### src/rtl/menu_pkg.sv
// Shared types and constants for the text-button menu controller.
package menu_pkg;

    typedef enum logic [2:0] {
        ST_MENU  = 3'd0,
        ST_ARMED = 3'd1,
        ST_HELP  = 3'd2,
        ST_GAME  = 3'd3,
        ST_HALT  = 3'd4
    } state_e;

    localparam logic [1:0] BTN_START = 2'd0;
    localparam logic [1:0] BTN_HELP  = 2'd1;
    localparam logic [1:0] BTN_EXIT  = 2'd2;

    localparam int NUM_BTN       = 3;
    localparam int HIT_MARGIN_LO = 10;
    localparam int HIT_MARGIN_HI = 5;

    function automatic logic in_range(input logic [11:0] v, input logic [11:0] lo,
                                      input logic [11:0] hi);
        return (v >= lo) && (v <= hi);
    endfunction

endpackage

### src/rtl/menu_button_ctl_debounce.sv
// Two-flop synchroniser plus stable-count debouncer for the raw mouse button.
module button_debounce #(
    parameter int DEBOUNCE_CYCLES = 65000
) (
    input  logic clk,
    input  logic rst,
    input  logic raw_in_i,
    output logic level_o,
    output logic rise_o,
    output logic fall_o
);
    localparam int CW = $clog2(DEBOUNCE_CYCLES + 1);

    logic          sync1_q, sync2_q;
    logic          level_q, rise_q, fall_q;
    logic [CW-1:0] cnt_q, cnt_d;
    logic          differ, done;

    assign differ = (sync2_q != level_q);
    assign done   = differ && (cnt_q == CW'(DEBOUNCE_CYCLES - 1));

    always_comb begin
        cnt_d = '0;
        if (differ && !done) cnt_d = cnt_q + 1'b1;
    end

    always_ff @(posedge clk) begin
        if (rst) begin
            sync1_q <= 1'b0;
            sync2_q <= 1'b0;
            level_q <= 1'b0;
            rise_q  <= 1'b0;
            fall_q  <= 1'b0;
            cnt_q   <= '0;
        end else begin
            sync1_q <= raw_in_i;
            sync2_q <= sync1_q;
            cnt_q   <= cnt_d;
            level_q <= done ? sync2_q : level_q;
            rise_q  <= done & sync2_q;
            fall_q  <= done & ~sync2_q;
        end
    end

    assign level_o = level_q;
    assign rise_o  = rise_q;
    assign fall_o  = fall_q;
endmodule

### src/rtl/menu_button_ctl.sv
// Menu sequencer: hit-tests the mouse against three stacked buttons, commits on
// press-and-release over the same button, and frame-aligns the overlay/game enables.
//   state  | meaning
//   MENU   | buttons shown, waiting for a press over a button
//   ARMED  | pressed over arm_idx, waiting for release
//   HELP   | help page, any click returns to MENU
//   GAME   | game running until game_over
//   HALT   | exit requested, terminal until rst
module menu_button_ctl
    import menu_pkg::*;
#(
    parameter int BTN_X_POS       = 432,
    parameter int BTN_Y_POS       = 160,
    parameter int BTN_Y_STEP      = 120,
    parameter int BTN_X_SIZE      = 128,
    parameter int BTN_Y_SIZE      = 80,
    parameter int DEBOUNCE_CYCLES = 65000
) (
    input  logic        clk,
    input  logic        rst,
    input  logic [11:0] mouse_xpos_i,
    input  logic [11:0] mouse_ypos_i,
    input  logic        mouse_left_i,
    input  logic        vsync_in_i,
    input  logic        game_over_i,
    output logic        hover_valid_o,
    output logic [1:0]  hover_idx_o,
    output logic        select_pulse_o,
    output logic [1:0]  select_idx_o,
    output logic        display_buttons_o,
    output logic        help_screen_o,
    output logic        game_active_o,
    output logic        exit_req_o
);
    localparam logic [11:0] X_LO = 12'(BTN_X_POS - HIT_MARGIN_LO);
    localparam logic [11:0] X_HI = 12'(BTN_X_POS + BTN_X_SIZE - HIT_MARGIN_HI);

    state_e     state_q, state_d;
    logic [1:0] arm_idx_q, arm_idx_d;
    logic       help_seen_q, help_seen_d;
    logic       hover_valid_q, hover_valid_d;
    logic [1:0] hover_idx_q, hover_idx_d;
    logic       select_pulse_q;
    logic [1:0] select_idx_q;
    logic       vsync_d_q, disp_q, help_q, game_q;
    logic       btn_level, btn_rise, btn_fall;
    logic       hit_any;
    logic [1:0] hit_idx;
    logic       menu_like, commit, disp_req, help_req, game_req, exit_req;
    logic       vs_edge;

    button_debounce #(.DEBOUNCE_CYCLES(DEBOUNCE_CYCLES)) u_debounce (
        .clk      (clk),
        .rst      (rst),
        .raw_in_i (mouse_left_i),
        .level_o  (btn_level),
        .rise_o   (btn_rise),
        .fall_o   (btn_fall)
    );

    // Descending scan so the lowest overlapping index is the one left standing.
    always_comb begin
        hit_any = 1'b0;
        hit_idx = 2'd0;
        for (int k = NUM_BTN - 1; k >= 0; k--) begin
            if (in_range(mouse_xpos_i, X_LO, X_HI) &&
                in_range(mouse_ypos_i, 12'(BTN_Y_POS + k * BTN_Y_STEP - HIT_MARGIN_LO),
                         12'(BTN_Y_POS + k * BTN_Y_STEP + BTN_Y_SIZE))) begin
                hit_any = 1'b1;
                hit_idx = 2'(k);
            end
        end
    end

    assign menu_like     = (state_q == ST_MENU) || (state_q == ST_ARMED);
    assign hover_valid_d = hit_any && menu_like;
    assign hover_idx_d   = hover_valid_d ? hit_idx : hover_idx_q;
    assign vs_edge       = vsync_in_i & ~vsync_d_q;

    always_ff @(posedge clk) begin
        if (rst) begin
            state_q     <= ST_MENU;
            arm_idx_q   <= 2'd0;
            help_seen_q <= 1'b0;
        end else begin
            state_q     <= state_d;
            arm_idx_q   <= arm_idx_d;
            help_seen_q <= help_seen_d;
        end
    end

    always_comb begin
        state_d     = state_q;
        arm_idx_d   = arm_idx_q;
        help_seen_d = 1'b0;
        case (state_q)
            ST_MENU: begin
                if (btn_rise && hover_valid_q) begin
                    arm_idx_d = hover_idx_q;
                    state_d   = ST_ARMED;
                end
            end
            ST_ARMED: begin
                if (btn_fall) begin
                    if (!commit)                    state_d = ST_MENU;
                    else if (arm_idx_q == BTN_START) state_d = ST_GAME;
                    else if (arm_idx_q == BTN_HELP)  state_d = ST_HELP;
                    else                             state_d = ST_HALT;
                end
            end
            ST_HELP: begin
                // Only a button seen down inside HELP may dismiss the page.
                help_seen_d = help_seen_q | btn_level;
                if (btn_fall && help_seen_q) begin
                    state_d     = ST_MENU;
                    help_seen_d = 1'b0;
                end
            end
            ST_GAME: if (game_over_i) state_d = ST_MENU;
            ST_HALT: state_d = ST_HALT;
            default: state_d = ST_MENU;
        endcase
    end

    always_comb begin
        commit   = (state_q == ST_ARMED) && btn_fall && hover_valid_q &&
                   (hover_idx_q == arm_idx_q);
        disp_req = menu_like;
        help_req = (state_q == ST_HELP);
        game_req = (state_q == ST_GAME);
        exit_req = (state_q == ST_HALT);
    end

    always_ff @(posedge clk) begin
        if (rst) begin
            hover_valid_q  <= 1'b0;
            hover_idx_q    <= 2'd0;
            select_pulse_q <= 1'b0;
            select_idx_q   <= 2'd0;
            vsync_d_q      <= 1'b0;
            disp_q         <= 1'b0;
            help_q         <= 1'b0;
            game_q         <= 1'b0;
        end else begin
            hover_valid_q  <= hover_valid_d;
            hover_idx_q    <= hover_idx_d;
            select_pulse_q <= commit;
            select_idx_q   <= commit ? arm_idx_q : select_idx_q;
            vsync_d_q      <= vsync_in_i;
            if (vs_edge) begin
                disp_q <= disp_req;
                help_q <= help_req;
                game_q <= game_req;
            end
        end
    end

    assign hover_valid_o     = hover_valid_q;
    assign hover_idx_o       = hover_idx_q;
    assign select_pulse_o    = select_pulse_q;
    assign select_idx_o      = select_idx_q;
    assign display_buttons_o = disp_q;
    assign help_screen_o     = help_q;
    assign game_active_o     = game_q;
    assign exit_req_o        = exit_req;
endmodule

### config.mk
export PLATFORM = sky130hd
export DESIGN_NAME = menu_button_ctl
export DESIGN_NICKNAME = d
export VERILOG_FILES = /design/src/rtl/menu_pkg.sv /design/src/rtl/menu_button_ctl_debounce.sv /design/src/rtl/menu_button_ctl.sv
export SDC_FILE = /design/constraint.sdc
export NUM_CORES = 1
export LEC_CHECK = 0
export BUFFER_PORTS_ARGS = -buffer_cell sky130_fd_sc_hd__buf_2
export CAP_MARGIN = 20
export CORE_AREA = 2 2 87 89
export DETAILED_ROUTE_END_ITERATION = 7
export DIE_AREA = 0 0 89 91
export PLACE_DENSITY = 0.45
export SKIP_CTS_REPAIR_TIMING = 1
export SLEW_MARGIN = 30
export SYNTH_ARGS = -nofsm -noshare
export SYNTH_HDL_FRONTEND = slang
export SYNTH_SLANG_ARGS = --single-unit
### constraint.sdc
create_clock -name clk -period 2.4 [get_ports clk]
set_input_delay 0.48 -clock clk [delete_from_list [all_inputs] [get_ports clk]]
set_output_delay 0.48 -clock clk [all_outputs]
set_load 0.02 [all_outputs]
# After elaboration in Yosys (flattened, before gate mapping)
# Index checks and enable logic that the tools add are counted.
[totals]
out_inout_bits = 10
elab_cells = 83
regBits = 37
[op_classes]
eq_ne = 12
addsub = 1
mux = 14
order_cmp = 8
reduce_logical = 23
bitwise_logic = 8
[op_table]
columns = ["op", "count"]
rows = [
  ["12-bit by 9-bit >= comparator with 1-bit output (second input constant)", 3],
  ["12-bit by 9-bit <= comparator with 1-bit output (second input constant)", 2],
  ["3-bit two-way mux", 7],
  ["16-bit by 1-bit adder with 16-bit output (second input constant)", 1],
  ["16-bit == test (second input constant)", 1],
  ["1-bit logical AND", 15],
  ["3-bit case mux with 5 select lines", 1],
  ["12-bit by 8-bit >= comparator with 1-bit output (second input constant)", 1],
  ["12-bit by 10-bit <= comparator with 1-bit output (second input constant)", 1],
  ["12-bit by 8-bit <= comparator with 1-bit output (second input constant)", 1],
  ["3-bit by 2-bit == test with 1-bit output (second input constant)", 2],
  ["2-bit two-way mux", 3],
  ["2-bit by 1-bit != test with 1-bit output (second input constant)", 3],
  ["1-bit inverter", 4],
  ["4-bit AND reduction", 1],
  ["1-bit bitwise AND", 3],
  ["3-bit by 1-bit == test with 1-bit output (second input constant)", 1],
  ["3-bit == test (second input constant)", 1],
  ["3-bit logical NOT", 1],
  ["1-bit two-way mux", 3],
  ["3-bit OR reduction", 1],
  ["2-bit by 1-bit == test with 1-bit output (second input constant)", 1],
  ["2-bit == test", 1],
  ["2-bit logical NOT", 1],
  ["7 further kinds", 7],
]

# Longest topological paths before layout
# Gate-level depths: netlist (run 1).
[depth]
word_depth = 7
ltp_mapped = 6

# Modules after synthesis
# A second synthesis (run 1) with hierarchy kept.
[unflattened]
cells_unflattened = 189
hier_area_um2 = 1734.2
[by_module_without_submodules]
columns = ["module", "instances", "cells_per_inst", "seq_area_each_um2", "area_per_inst_um2"]
rows = [
  ["button_debounce", 1, 90, 420.4, 879.6],
  ["menu_button_ctl", 1, 99, 320.3, 854.6],
]

# Worst setup path before layout (run 1)
# Ideal clock, no wire load.
[synth_path]
path_kind = "input-to-reg"
from = "in mouse_xpos_i[8]"
to = "reg hover_idx_q[1], in the netlist hover_idx_o[1]"
n_path_buf = 0
arrival_time_ps = 1430
slack_ps = 840
t_required_ps = 2270
cell_stages = 5
cell_sequence = "or4b_1 a21oi_1 o21ai_2 a21oi_1 nor3b_2"
[synth_between]
elab_chain_cells = 7
word_cells_on_any_way = 13
cone_classes = "order compare: 2; mux: 6; reduce/logical: 5"
[synth_rtl]
columns = ["item", "line", "text"]
rows = [
  ["start: declaration", "menu_button_ctl.sv:21", "input logic [11:0] mouse_xpos_i,"],
  ["12-bit by 9-bit >= comparator with 1-bit output or 12-bit by 10-bit <= comparator with 1-bit output (tied branches)", "menu_pkg.sv:22", "return (v >= lo) && (v <= hi);"],
  ["1-bit logical AND (*)", "menu_pkg.sv:22", ""],
  ["1-bit logical AND", "menu_button_ctl.sv:66", "if (in_range(mouse_xpos_i, X_LO, X_HI) &&"],
  ["1-bit two-way mux (3 in a row)", "menu_button_ctl.sv:66", ""],
  ["1-bit logical AND", "menu_button_ctl.sv:76", "assign hover_valid_d = hit_any && menu_like;"],
  ["end signal: assignment", "menu_button_ctl.sv:146", "hover_idx_q <= hover_idx_d;"],
  ["end: declaration", "menu_button_ctl.sv:42", "logic [1:0] hover_idx_q, hover_idx_d;"],
]
# Every way passes the cells marked *; elsewhere a longest branch is shown, timed or not.
# A chain may end at the register's enable or synchronous reset.

# Worst setup path after layout (run 1)
[layout_path]
from = "reg state_q[2]"
to = "out exit_req_o"
[layout_between]
elab_chain_cells = 1
[layout_rtl]
columns = ["item", "line", "text"]
rows = [
  ["start: declaration", "menu_button_ctl.sv:38", "state_e state_q, state_d;"],
  ["start signal: assignment", "menu_button_ctl.sv:86", "state_q <= state_d;"],
  ["3-bit == test", "menu_button_ctl.sv:131", "exit_req = (state_q == ST_HALT);"],
  ["end: declaration", "menu_button_ctl.sv:33", "output logic exit_req_o"],
]
# No other way between the ends.

==> metrics.md, run 1 <==
| Metric | Value |
|---|---|
| Outcome | finished, final reports clean |
| Mapped Avg Cell Area | 9.134 µm² |
| Root cell of the clock tree | clkbuf_8 |
| GPL Wtd Cong | 0.7280 |
| FILL cells | approximately 780 |
| R2R depth | 5 |
| Critical path class | register to output pin |
| Core area | 7137 µm² |
| CTS buffer count | 5 |
| Fin area | 2128 µm² |
| Fin. Hold Viols | 0 |
| Nets@finish | 260 |
| Area Overhead vs Synth | 22.64% |
| End of the worst register-to-register path | u_debounce.cnt_q[8] |
| Vias per cell | 4.282 |
| Total number of vias | 1,413 |
| Worst reg2reg setup slack | 780 ps |
| Worst-Margin Slew | between 500 and 600 ps |
| RR Startpoint | u_debounce.cnt_q[0] |
| DR pass1 iterations | 4 |
| Routed wire length | between 3 and 4 mm |
| Die height | 91 µm |
| DRC errors left | 0 |
| Synth Net Count | 220 |
| Pin count of the biggest net entering global routing | 19 |
| Post-Place Setup Slack | 626.6 ps |
| Instance area after placement | 2012 µm² |
| First-pass GRT wire length | around 6 mm |
| Peak VDD IR | 0.2535 mV |
| Max Cap Violations | 0 |
| Post-DP HPWL | 2.633 mm |
| Clock Sinks | 37 |
| Synthesized cell area | 1735 µm² |
| Skew-Pair Late Insertion Delay | 290 ps |
| P_leak | a little under 0.8 nW |
| Post-synth EDFFs | 0 |
| Post-synthesis compound-gate area fraction | 11.39% |
| Initial Utilization | 24.32% |
| Antenna diode count | 0 |
| Critical Path RT | approximately 1900 ps |
| FF+latch count, synth | 37 |
| Vias in the first global route | around 1,400 |
| CTS tree | yes |
| Hold Crit Class | input pin to register |
| Register area share after synthesis | 42.68% |
| Yosys Warn Count | 0 |
| Initial antenna violation count | 0 |
| Slew headroom | 60.51% |
| Antenna-violating nets left | 0 |
| Multi-input gate area | 939.7 µm² |
| Longest Clk Path Bufs | 2 |
| PwrDens | 577.9 nW/µm² |
| Post-synthesis cell count | 190 |
| Worst EP arrival | 1180 ps |
| Synth Area in XOR/XNOR | slightly above 8% |
| Final worst slack | 738.5 ps |
| Fin. max-slew vios | 0 |
| Worst-path clk slew | roughly 70 ps |
| Top_reg_cell synth | dfxtp_1 |
| Worst Hold End | vsync_d_q |
| Final Skew | 6.432 ps |
| Crit path capture type | output pin |
| DP Cell Count | 322 |
| Drt initial violations | 48 |
| Hold path startpoint | vsync_in_i |
| Final period util | between 60 and 70% |
| Share of cells above drive strength 1 | 26.41% |
| Die W | 89 µm |
| Final Setup Violations | 0 |
| Mux cell area share after synthesis | 4.037% |
| Row cnt | 31 |
| Die area | 8099 µm² |
| H-tree depth | 2 |
| IO Count | 39 |
| Fin crit period | 1662 ps |
| Grt total ovfl | 0 |
| Total track usage | under 10% |
| Input/output buffers | 37 |
| Worst Hold Depth | 2 |
| Main combinational cell family by area after synthesis | simple AND/OR/NAND/NOR gates |
| Post-Layout Cell Count | 330 |
| Synthesized-area fraction occupied by and/or/nand/nor cells | 29.92% |
| Wire per inst | 10.23 µm |
| RSZ-0062 raised after global routing | no |
| Unique masters post-synth | 46 |
| FMAX | 601.9 MHz |
| Setup TNS | 0 ps |
| Worst setup SP type | register |
| Hold_ws | 417.1 ps |
| Register Area | approximately 740 µm² |
| Crit-path max FO | 6 |
| Post-Synth Adder-Cell Area | less than 1% |
| Synth async-reset ratio | 0% |
==> area by class of cell <==
| class | count | share of cell area, % |
|---|---|---|
| Clock inverter | 1 | 1.411 |
| Multi-Input combinational cell | 143 | 44.15 |
| Inverter | 6 | 1.058 |
| Sequential cell | 37 | 34.80 |
| Timing Repair Buffer | 37 | 8.701 |
| Tap cell | 99 | 5.820 |
| Clock buffer | 7 | 4.056 |
==> stage by stage <==
step                      total power [mW]  util [%]
after floorplan                     0.6651         -
after global placement              0.6970     28.19
after detailed placement            0.6977     28.19
after CTS                            1.258     29.82
after global routing                 1.290     29.82
final                                1.230     29.82
==> sequential cells by signal, indices dropped and copies added, names as in the netlist, 2 cells and up <==
register	flops
u_debounce.cnt_q	16
state_q	3
arm_idx_q	2
hover_idx_o	2
select_idx_o	2
==> cells in the final DEF, fill, tap and decap left out, drive strengths merged, types with 2 or more instances in the layout <==
| master | n |
|---|---|
| a21oi | 8 |
| a311o | 2 |
| a311oi | 2 |
| and3 | 4 |
| and3b | 2 |
| buf | 37 |
| clkbuf | 7 |
| dfxtp | 37 |
| inv | 6 |
| mux2i | 7 |
| nand2 | 14 |
| nand2b | 4 |
| nand3 | 10 |
| nand4 | 2 |
| nor2 | 35 |
| nor2b | 5 |
| nor3 | 6 |
| nor3b | 3 |
| nor4 | 5 |
| o2111a | 2 |
| o21ai | 2 |
| xnor2 | 12 |
| xor2 | 4 |
==> cell families after synthesis <==
logic type,after synthesis
buffers and inverters,10
AND/OR/NAND/NOR,94
XOR/XNOR,16
flip-flops,37
AO/OA/AOI/OAI,25
multiplexers,7
adder cells (fa/ha/maj),1
==> cell usage after synthesis, types with 2 or more instances <==
cell type / count / area share [%]
nand2b_1: 4 / 1.4
and3_2: 2 / 0.86
nor3_1: 6 / 1.7
a21oi_1: 8 / 2.3
a311oi_1: 2 / 1.0
xnor2_1: 12 / 6.1
mux2i_1: 7 / 4.0
xor2_1: 4 / 2.0
clkbuf_1: 2 / 0.43
nor2b_1: 5 / 1.8
nand4_1: 2 / 0.72
a311o_1: 2 / 1.2
nor2_1: 28 / 6.1
nand3_1: 9 / 2.6
nor4_1: 4 / 1.4
nand2_1: 13 / 2.8
inv_1: 6 / 1.3
dfxtp_1: 37 / 43
and3b_1: 2 / 1.0
nor2_2: 7 / 2.5
nor3b_1: 2 / 0.86
o2111a_1: 2 / 1.3
==> power breakdown <==
group,internal [mW],total [mW],switching (mW)
registers,0.618,0.620,0.00211
logic,0.0286,0.0626,0.0340
clock network,0.339,0.547,0.209
total,0.985,1.23,0.245
==> critical path, stage by stage, from the launching register on <==
cell and delay [ps]:
dfxtp_1 410, nor3b_1 270, buf_2 220
==> how the worst max path moves through the flow <==
stage,startpoint,endpoint,cells after the start
after floorplan,mouse_xpos_i[8],hover_idx_o[1],5
after global placement,mouse_xpos_i[8],hover_idx_o[1],6
after detailed placement,mouse_ypos_i[9],hover_idx_o[0],6
after CTS,state_q[2],exit_req_o,2
after global routing,u_debounce.cnt_q[0],u_debounce.cnt_q[8],5
final,state_q[2],exit_req_o,2
==> metal layers <==
metal / global-route usage, % / wire length [µm] / vias up
li1: - / - / 749
met4: 4.104 / 68 / 0
met3: 3.000 / 151 / 7
met5: 0 / 0 / -
met2: 14.99 / 1534 / 25
met1: 11.21 / 1620 / 632
Note: power is estimated with default switching activity, not from simulation.
==> run 2: changes to the inputs <==
Settings changed: PLACE_DENSITY 0.45 to 0.47.
Clock period 2.4 ns to 1.5 ns, I/O delays scaled along.
==> metrics.md, run 2 (synthesis gave the netlist of run 1 again) <==
| Metric | Value |
|---|---|
| Critical path's largest stage delay | 350 ps (was 410 ps) |
| Crit-path max FO | 6 (unchanged) |
| Post-Layout Cell Count | 351 (was 330) |
| Antenna diode count | 0 (unchanged) |
| Vias in the first global route | 1,467 (was 1,382) |
| Wire per inst | 10.19 µm (was 10.23 µm) |
| Worst-path clk slew | 80 ps (was 70 ps) |
| IO Count | 39 (unchanged) |
| CTS buffer count | 5 (unchanged) |
| PwrDens | 908.8 nW/µm² (was 577.9 nW/µm²) |
| Area Overhead vs Synth | 36.27% (was 22.64%) |
| Fin. max-slew vios | 0 (unchanged) |
| Most common cell after layout, fill and taps aside | buf_2 |
| DR pass1 iterations | 4 (unchanged) |
| Critical path class | register to output pin (unchanged) |
| Critical Path RT | 1200 ps (was 1920 ps) |
| Hold_ws | 238.2 ps (was 417.1 ps) |
| Root cell of the clock tree | clkbuf_8 (unchanged) |
| Final period util | 96.64% |
| Routed wire length | 3.576 mm (was 3.375 mm) |
| Worst setup SP type | register (unchanged) |
| RR Startpoint | u_debounce.cnt_q[8] (was u_debounce.cnt_q[0]) |
| Row cnt | 31 (unchanged) |
| Initial antenna violation count | 0 (unchanged) |
| Initial Utilization | 24.32% (unchanged) |
| Fin crit period | 1450 ps |
| Fin. Hold Viols | 0 (unchanged) |
| Worst Hold Depth | 2 (unchanged) |
| Pin count of the biggest net entering global routing | 17 (was 19) |
| CP max-delay cell | dfxtp_2 (was dfxtp_1) |
| Hold path startpoint | vsync_in_i (unchanged) |
| Largest register FFs | 16 (unchanged) |
| Final Setup Violations | 0 (unchanged) |
| Die area | 8099 µm² (unchanged) |
| Outcome | finished, final reports clean (unchanged) |
| CP most frequent cell | buf_4 |
| P_leak | 0.9146 nW (was 0.7738 nW) |
| Antenna-violating nets left | 0 (unchanged) |
| Worst EP arrival | 1150 ps (was 1180 ps) |
| End of the worst register-to-register path | u_debounce.level_o (was u_debounce.cnt_q[8]) |
| Final Skew | 10.73 ps (was 6.432 ps) |
| Top Registers | u_debounce.cnt_q (16), state_q (3) (unchanged) |
| Longest Clk Path Bufs | 2 (unchanged) |
| GPL Wtd Cong | 0.7745 (was 0.7280) |
| Final worst slack | 50.46 ps (was 738.5 ps) |
| H-tree depth | 2 (unchanged) |
| FMAX | 689.9 MHz |
| Slew headroom | 61.33% (was 60.51%) |
| RSZ-0062 raised after global routing | yes (was no) |
| DP Cell Count | 342 (was 322) |
| Reg with most FFs | u_debounce.cnt_q (unchanged) |
| Max Cap Violations | 0 (unchanged) |
| Worst reg2reg setup slack | 100 ps (was 780 ps) |
| Skew-Pair Late Insertion Delay | 290 ps (about the same) |
| Pwr Total | 2.149 mW (was 1.230 mW) |
| Post-DP HPWL | 2.733 mm (was 2.633 mm) |
| Input/output buffers | 37 (unchanged) |
| Die W | 89 µm (unchanged) |
| First-pass GRT wire length | 6.141 mm (was 5.940 mm) |
| Nets@finish | 281 (was 260) |
| R2R depth | 6 (was 5) |
| Clock Sinks | 37 (unchanged) |
| Total number of vias | 1,488 (was 1,413) |
| Post-Place Setup Slack | -74.86 ps (was 626.6 ps) |
| Worst-Margin Slew | 572.7 ps (was 584.9 ps) |
| Total track usage | 9.498% (was 9.327%) |
| Die height | 91 µm (unchanged) |
| DRC errors left | 0 (unchanged) |
| Core area | 7137 µm² (unchanged) |
| Most frequent cells in the layout | buf_2 (36), dfxtp_1 (31), nor2_1 (27), buf_4 (22), nand2_1 (13) (was dfxtp_1 (37), buf_2 (37), nor2_1 (28), nand2_1 (13), xnor2_1 (12)) |
| Share of cells above drive strength 1 | 38.10% (was 26.41%) |
| Cell Chain, Critical Path | buf_4 > nor3b_2 > buf_4 (was nor3b_1 > buf_2) |
| Vias per cell | 4.239 (was 4.282) |
| Peak VDD IR | 0.3318 mV (was 0.2535 mV) |
| Drt initial violations | 41 (was 48) |
| CTS tree | yes (unchanged) |
| Crit path capture type | output pin (unchanged) |
| Hold Crit Class | input pin to register (unchanged) |
| Grt total ovfl | 0 (unchanged) |
| Worst Hold End | vsync_d_q (unchanged) |
==> run 2: area by class of cell <==
class                           count  area (µm²)
Fill cell                         794        4772
Sequential cell                    37       748.2
Clock inverter                      3       68.82
Timing Repair Buffer               58       345.3
Tap cell                           99       123.9
Clock buffer                        5       68.82
Multi-Input combinational cell    143       987.2
Inverter                            6       22.52
==> run 2: report_power, final <==
| part | switching, mW | internal, mW | total, mW |
|---|---|---|---|
| Sequential | 0.00280 | 0.988 | 0.991 |
| Clock | 0.378 | 0.670 | 1.05 |
| Combinational | 0.0566 | 0.0535 | 0.110 |
==> run 2: how the worst max path moves through the flow <==
| stage | from | end | slack, ps | depth (start not counted) |
|---|---|---|---|---|
| 6_report | state_q[1] | exit_req_o | 50 | 3 |
| 5_1_grt | state_q[1] | exit_req_o | -30 | 3 |
| 4_1_cts | state_q[1] | exit_req_o | -60 | 3 |
| 3_5_place_dp | mouse_ypos_i[9] | hover_valid_o | -70 | 5 |
| 3_3_place_gp | mouse_ypos_i[9] | hover_valid_o | -40 | 5 |
| 2_1_floorplan | u_debounce.cnt_q[0] | u_debounce.cnt_q[14] | 40 | 6 |
==> run 2: stage by stage <==
stage	setup TNS [ps]	cell area (µm²)	util [%]
final	0	2365	33.13
after floorplan	0	1750	-
after CTS	-59.67	2315	32.43
after global placement	-97.85	2177	30.50
after detailed placement	-139.8	2177	30.50
after global routing	-81.45	2365	33.13
==> run 2: critical path: cells and delay by family (launching register included) <==
family                 cells  cell delay [ps]
buffers and inverters      2              320
DFF                        1              350
and+or+nand+nor            1              180
==> run 2: layer usage <==
layer | wire length [µm] | part of all wire [%] | vias to the layer above | GRT usage [%]
li1 | - | - | 789 | -
met3 | 168 | 4.7 | 2 | 2.909
met2 | 1679 | 47 | 19 | 15.11
met5 | 0 | 0 | - | 0
met4 | 28 | 0.78 | 0 | 3.731
met1 | 1699 | 48 | 678 | 11.84
